<file path="src/rtl/split_slave_port.sv">
// Slave-side bus port: completes reads/writes against a variable-latency memory and
// splits slow reads, releasing the bus and requesting it back once the data is in hand.
module split_slave_port #(
  parameter int ADDR_WIDTH = 12,
  parameter int DATA_WIDTH = 8,
  parameter int SPLIT_WAIT = 4
) (
  input  logic                  clk,
  input  logic                  rstn,
  input  logic                  ssel,
  input  logic                  mvalid,
  input  logic                  mwen,
  input  logic [ADDR_WIDTH-1:0] maddr,
  input  logic [DATA_WIDTH-1:0] mwdata,
  output logic [DATA_WIDTH-1:0] srdata,
  output logic                  srvalid,
  output logic                  serr,
  output logic                  sready,
  output logic                  ssplit,
  output logic                  split_req,
  input  logic                  split_grant,
  output logic                  mem_req,
  output logic                  mem_wen,
  output logic [ADDR_WIDTH-1:0] mem_addr,
  output logic [DATA_WIDTH-1:0] mem_wdata,
  input  logic [DATA_WIDTH-1:0] mem_rdata,
  input  logic                  mem_ack
);

  localparam int CW = $clog2(SPLIT_WAIT) + 1;
  localparam logic [CW-1:0] CNT_LAST = CW'(SPLIT_WAIT - 1);
  localparam logic [CW-1:0] CNT_MAX  = '1;

  typedef enum logic [2:0] {IDLE, ACCESS, RESPOND, SPLIT, BG_READ, RESUME} state_t;

  typedef struct packed {
    logic                  wen;
    logic [ADDR_WIDTH-1:0] addr;
    logic [DATA_WIDTH-1:0] wdata;
  } req_t;

  state_t                state, state_nxt;
  logic [CW-1:0]         cnt, cnt_nxt;
  req_t                  req_q;
  logic [DATA_WIDTH-1:0] rdata_q;
  logic                  serr_q;
  logic                  req_hit, bg_busy, latch_req, latch_rdata;

  assign req_hit = ssel & mvalid;
  assign bg_busy = (state == SPLIT) || (state == BG_READ) || (state == RESUME);

  always_comb begin
    state_nxt   = state;
    cnt_nxt     = cnt;
    latch_req   = 1'b0;
    latch_rdata = 1'b0;
    case (state)
      IDLE: if (req_hit) begin
        latch_req = 1'b1;
        cnt_nxt   = '0;
        state_nxt = ACCESS;
      end
      ACCESS: begin
        // ack wins over the split decision taken on the same edge
        if (mem_ack) begin
          if (req_q.wen) state_nxt = IDLE;
          else begin
            latch_rdata = 1'b1;
            state_nxt   = RESPOND;
          end
        end else if (!req_q.wen && cnt == CNT_LAST) begin
          state_nxt = SPLIT;
        end else if (cnt != CNT_MAX) begin
          cnt_nxt = cnt + CW'(1);
        end
      end
      RESPOND: state_nxt = IDLE;
      SPLIT: begin
        if (mem_ack) begin
          latch_rdata = 1'b1;
          state_nxt   = RESUME;
        end else begin
          state_nxt = BG_READ;
        end
      end
      BG_READ: if (mem_ack) begin
        latch_rdata = 1'b1;
        state_nxt   = RESUME;
      end
      RESUME: if (split_grant) state_nxt = RESPOND;
      default: state_nxt = IDLE;
    endcase
  end

  always_ff @(posedge clk) begin
    if (!rstn) begin
      state   <= IDLE;
      cnt     <= '0;
      req_q   <= '0;
      rdata_q <= '0;
      serr_q  <= 1'b0;
    end else begin
      state  <= state_nxt;
      cnt    <= cnt_nxt;
      // requests arriving while a split is in flight are dropped with a strobe
      serr_q <= bg_busy & req_hit;
      if (latch_req) begin
        req_q.wen   <= mwen;
        req_q.addr  <= maddr;
        req_q.wdata <= mwdata;
      end
      if (latch_rdata) rdata_q <= mem_rdata;
    end
  end

  assign sready    = (state == IDLE) || bg_busy;
  assign mem_req   = (state == ACCESS) || (state == SPLIT) || (state == BG_READ);
  assign mem_wen   = req_q.wen & (state == ACCESS);
  assign mem_addr  = req_q.addr;
  assign mem_wdata = req_q.wdata;
  assign srdata    = rdata_q;
  assign srvalid   = (state == RESPOND);
  assign ssplit    = (state == SPLIT);
  assign split_req = (state == RESUME);
  assign serr      = serr_q;

endmodule

</file>
<file path="config.mk">
export PLATFORM = sky130hd
export DESIGN_NAME = split_slave_port
export DESIGN_NICKNAME = d
export VERILOG_FILES = /design/src/rtl/split_slave_port.sv
export SDC_FILE = /design/constraint.sdc
export NUM_CORES = 1
export LEC_CHECK = 0
export CAP_MARGIN = 25
export CORE_ASPECT_RATIO = 0.6
export CORE_MARGIN = 5
export CORE_UTILIZATION = 35
export DETAILED_ROUTE_END_ITERATION = 8
export PLACE_DENSITY = 0.63
export SLEW_MARGIN = 20
export SYNTH_ARGS = -nofsm -noshare
export SYNTH_HDL_FRONTEND = slang
export SYNTH_SLANG_ARGS = --single-unit
</file>
<file path="constraint.sdc">
create_clock -name clk -period 1.9 [get_ports clk]
set_input_delay 0.38 -clock clk [delete_from_list [all_inputs] [get_ports clk]]
set_output_delay 0.38 -clock clk [all_outputs]
set_load 0.005 [all_outputs]
</file>
## Yosys cells after proc, flatten, opt, wreduce, memory -nomap -nowiden

Cells that the tools add are included.

| word-level totals | value |
|---|---|
| output and inout port bits | 35 |
| register bits after elaboration | 36 |
| input bits | 35 |

| cells by class | value |
|---|---|
| eq/ne operators | 14 |
| reductions and logical operators | 12 |
| add/subtract/negate cells | 1 |
| bitwise gates (word level) | 3 |
| muxes and demuxes | 19 |

Operators by type and width:

| operator | number |
|---|---|
| 3-bit 2-to-1 mux | 9 |
| 3-bit one-hot mux with 5 select lines | 1 |
| 2-bit != test, second input constant | 5 |
| 3-bit by 2-bit == test with 1-bit output, second input constant | 3 |
| 3-bit == test, second input constant | 2 |
| 1-bit 2-to-1 mux | 6 |
| 3-bit != test, second input constant | 2 |
| 3-bit one-hot mux with 2 select lines | 1 |
| 1-bit logical OR | 5 |
| 5-bit AND reduction | 1 |
| 4-bit AND reduction | 1 |
| 3-bit by 1-bit adder with 3-bit output, second input constant | 1 |
| 1-bit bitwise AND | 3 |
| 3-bit by 1-bit == test with 1-bit output, second input constant | 1 |
| 3-bit logical NOT | 1 |
| 2-bit 2-to-1 mux | 1 |
| 2-bit by 1-bit != test with 1-bit output, second input constant | 1 |
| 1-bit one-hot mux with 2 select lines | 1 |
| 2-bit nonzero test | 1 |
| 2-bit OR reduction | 1 |
| 1-bit logical AND | 1 |
| 1-bit logical NOT | 1 |

## Logic depth before layout (Yosys ltp)

| depth | value |
|---|---|
| depth after elaboration | 5 |
| mapped depth | 6 |
| depth with buffers taken out | 6 |

## Worst setup path before layout

Ideal clock, no wire load.

| path | value |
|---|---|
| path type | flip-flop to flip-flop |
| start point | register cnt[0] |
| end point | register cnt[0] |
| path slack | 0.277 ns |
| arrival | 1.503 ns |
| required time | 1.781 ns |
| setup time | 0.119 ns |
| stages on the path, launching flop included | 7 |
| path through | dfxtp_1 > ha_1 > ha_1 > nor2b_1 > or4_1 > o21ai_2 > o21ai_1 |

| between the ends | value |
|---|---|
| word-level cells in the longest chain between the ends | 5 |
| elaborated cells on any way between the ends | 11 |

RTL lines:

| what | line | text |
|---|---|---|
| from (decl) | 43 | `logic [CW-1:0] cnt, cnt_nxt;` |
| from (signal assigned) | 104 | `cnt <= cnt_nxt;` |
| 3-bit by 1-bit adder with 3-bit output | 74 | `cnt_nxt = cnt + CW'(1);` |
| 3-bit 2-to-1 mux | 73 | `end else if (cnt != CNT_MAX) begin` |
| 3-bit 2-to-1 mux | 71 | `end else if (!req_q.wen && cnt == CNT_LAST) begin` |
| 3-bit 2-to-1 mux | 65 | `if (mem_ack) begin` |
| 3-bit one-hot mux with 2 select lines | 57 | `case (state)` |

Parallel ways exist; a longest one is shown, timed or not. The select of a mux whose other input is x is not followed.
A chain may end at the register's enable or synchronous reset.

## Worst setup path after layout

| path | value |
|---|---|
| start point | register state[1] |
| end point | output port mem_req |

| between the ends | value |
|---|---|
| word-level cells in the longest chain between the ends | 3 |
| elaborated cells on any way between the ends | 5 |

RTL lines:

| what | line | text |
|---|---|---|
| from (decl) | 42 | `state_t state, state_nxt;` |
| from (signal assigned) | 103 | `state <= state_nxt;` |
| 3-bit by 1-bit == test with 1-bit output / 3-bit by 2-bit == test with 1-bit output (equally long branches) | 117 | `assign mem_req = (state == ACCESS) \|\| (state == SPLIT) \|\| (state == BG_READ);` |
| 1-bit logical OR | 117 |  |
| 1-bit logical OR * | 117 |  |
| to (decl) | 22 | `output logic mem_req,` |

Mark *: on every way between the ends. The rest lies on a longest branch, timed or not.

==> implementation parameters <==
Parameter                              Value

Timing
  Tcrit/Tclk final ... 0.956
  Worst slew margin ... 0.831
  Max Clk Rate ... 0.550 GHz
  Post-layout minimum cycle time ... 1820 ps
  Final count of pins violating max slew ... 0
  Total setup violations reported at the end of the flow ... 0
  Final hold violations ... 0
  Clock tree skew after final layout ... 5.69 ps
  Sum of negative setup slack ... 0 ps
  Slew of the pin with the lowest slew margin ... 252 ps

Placement
  Number of port buffers ... 69
  Weighted congestion at the end of routability-driven global placement ... 0.839
  Placement-stage cell area ... 2390 um2
  Post-detail-place hpwl ... 2980 um

Run status
  Run status ... complete, no violations

Detailed routing
  Detailed router's first-iteration violation count ... 62
  Remaining number of nets flagged by the antenna check after routing ... 0
  Detail-routed net length per standard cell ... 12.5 um
  Count of vias placed by the detailed router ... 1,471
  Drt pass-1 iters ... 4
  Residual DRC ... 0
  DRT Wirelength ... 4080 um
  Post-DR vias/cell ... 4.50

Global route
  Via count of the first global-routing pass ... 1,471
  Wire length of the first global-routing pass ... 6890 um
  Initial antenna violation count ... 0
  Largest net degree at the start of global routing ... 48
  Residual overflow from global routing ... 0
  Total GRT Usage ... 0.134

Floorplan
  Horiz. Die Dim ... 101 um
  Area inside the core boundary ... 4680 um2
  Die H ... 64.7 um
  Number of core rows ... 19
  I/O pin total ... 70
  Total Die Area ... 6540 um2
  Starting utilization of the core area ... 0.372

Cells and area
  Total of fill cells in the finished design ... 458
  Inserted Diodes ... 0
  Area grow syn2layout ... 43.8%
  Proportion of layout cells with a drive suffix above 1 ... 0.102
  Layout net count ... 302
  Commonest cells after routing, fill and taps aside ... sky130_fd_sc_hd__nand2_1, sky130_fd_sc_hd__clkdlybuf4s50_1, sky130_fd_sc_hd__dfxtp_1
  Utilization after layout ... 0.535
  Design area ... 2510 um2

Yosys
  Post-Syn Area per Cell ... 8.23 um2
  Cell Area, Synth ... 1740 um2
  Portion of the post-synthesis area used by sequential elements ... 0.413
  Count of different cell masters after synthesis ... 35
  Register bit count reported by yosys ... 36
  Synthesized netlist cell count ... 212
  Most area-hungry cell type in the Yosys netlist ... sky130_fd_sc_hd__dfxtp_1
  Syn_nets ... 250
  Top-area cell type share of the netlist area ... 0.413
  Leading cell types by total area after synthesis ... sky130_fd_sc_hd__dfxtp_1, sky130_fd_sc_hd__nand2_1, sky130_fd_sc_hd__a21boi_1
  Count of warnings emitted by yosys ... 0

Clock network
  # clock sinks ... 36
  Hold-fix buffers, CTS ... 0
  Cell chosen for the clock root ... sky130_fd_sc_hd__clkbuf_8
  TritonCTS buffer count ... 5
  Clock latency of the later-clocked register in the worst-skew pair ... 280 ps
  H-tree Lvls ... 2
  TritonCTS clock tree ... built
  Clock transition time at the flip-flop clock pins of the worst setup and hold paths ... 70 ps
  Number of buffers between clock root and the deepest sink ... 2

Critical path
  CP Launch Type ... flip-flop
  Crit path kind ... flip-flop to output port
  Highest fanout seen on the critical path ... 8
  Arrival @ worst endpoint ... 1440 ps
  R2R Path End ... cnt[2]
  Worst r2r path cells ... 6
  Setup crit end kind ... output port
  Worst Path Required ... 1520 ps
  Reg-to-reg slack, setup ... 160 ps
  Critical R2R Launch ... cnt[0]

Pwr
  Overall power ... 1910 uW
  PD cells ... 760 nW/um2
  Max IR drop VDD ... 0.401 mV
  Leakage power summed over all cells ... 0.000962 uW

Hold path
  Hold crit path type ... flip-flop to flip-flop
  Worst hold path depth ... 2
  Worst min-delay path endpoint ... mem_addr[4]
  Start point of the worst hold path ... mem_addr[4]

Flow run
  Maximum Capacitance Violations ... 0
## flip-flops by register name, summed over array words and instances (netlist names)
| register | flops |
|---|---|
| mem_wdata | 8 |
| state | 3 |
| req_q | 1 |
| srdata | 8 |
| mem_addr | 12 |
| cnt | 3 |
| serr | 1 |
## logic make-up after synthesis
group	after synthesis	synth area share
flip-flops	36	0.413
AO/OA/AOI/OAI	35	0.139
AND/OR/NAND/NOR	92	0.240
XOR/XNOR	1	0.00502
adder cells (fa/ha/maj)	3	0.0215
buffers and inverters	37	0.135
multiplexers	8	0.0459
## repair_timing
| item | 4_1_cts | 5_1_grt |
|---|---|---|
| setup endpoints to repair | 6 | 4 |
| resized for setup | 6 | 9 |
| cloned | 0 | 0 |
| buffers inserted | 0 | 1 |
## worst max-delay path, stage by stage (launching register included)
cell                              delay (ps)
sky130_fd_sc_hd__dfxtp_2                 360
sky130_fd_sc_hd__nand2b_4                170
sky130_fd_sc_hd__o21ai_1                 120
sky130_fd_sc_hd__clkdlybuf4s50_1         510
## stage by stage
step,hold WS (ps),std cells,worst slack (ps)
final,449,327,82.9
after global routing,473,327,-2.71
after CTS,455,326,5.06
after detailed placement,446,319,122
after global placement,442,319,137
after floorplan,435,212,277
## final cells by class
class	instances	area, um2	area share
sequential	36	731	0.291
tap	63	78.8	0.0314
timing repair buffer	78	800	0.319
clock buffer	6	72.6	0.0289
inverter	4	15.0	0.00599
multi-input combinational	139	806	0.321
clock inverter	1	5.00	0.00200
## routing by layer
metal	vias up	wire, um	global-route usage
met5	-	0	0
li1	773	-	-
met1	633	2010	0.183
met2	61	1490	0.174
met3	4	532	0.0740
met4	0	44	0.0498
## worst max path at each step
stage               from      end  slack (ps)  cells after the start
3_3_place_gp     mem_ack   cnt[2]         140                      4
2_1_floorplan     cnt[0]   cnt[0]         280                      6
4_1_cts        req_q[20]  mem_wen           5                      3
3_5_place_dp     mem_ack   cnt[0]         120                      4
6_report        state[1]  mem_req          80                      3
5_1_grt         state[1]  mem_req          -3                      3
## synthesized netlist by cell type, drive strengths merged
| cell | n |
|---|---|
| ha | 3 |
| a21o | 1 |
| or4b | 1 |
| o22ai | 2 |
| xor2 | 1 |
| buf | 27 |
| nor2b | 3 |
| nand3b | 2 |
| o21a | 1 |
| a21boi | 21 |
| o21ai | 5 |
| clkbuf | 6 |
| and2 | 1 |
| nand2 | 66 |
| nor3 | 4 |
| nand2b | 2 |
| dfxtp | 36 |
| nor3b | 1 |
| and2b | 1 |
| mux2i | 8 |
| a21oi | 3 |
| or4 | 1 |
| nor2 | 4 |
| and3 | 1 |
| nand3 | 5 |
| o211ai | 1 |
| a31oi | 1 |
| inv | 4 |
## where the power goes
part	internal [uW]	leakage, uW	switching, uW
registers	823	0.000295	45.9
logic	318	0.000626	228
clock network	249	0.0000410	242
Note: power is estimated with default switching activity, not from simulation.
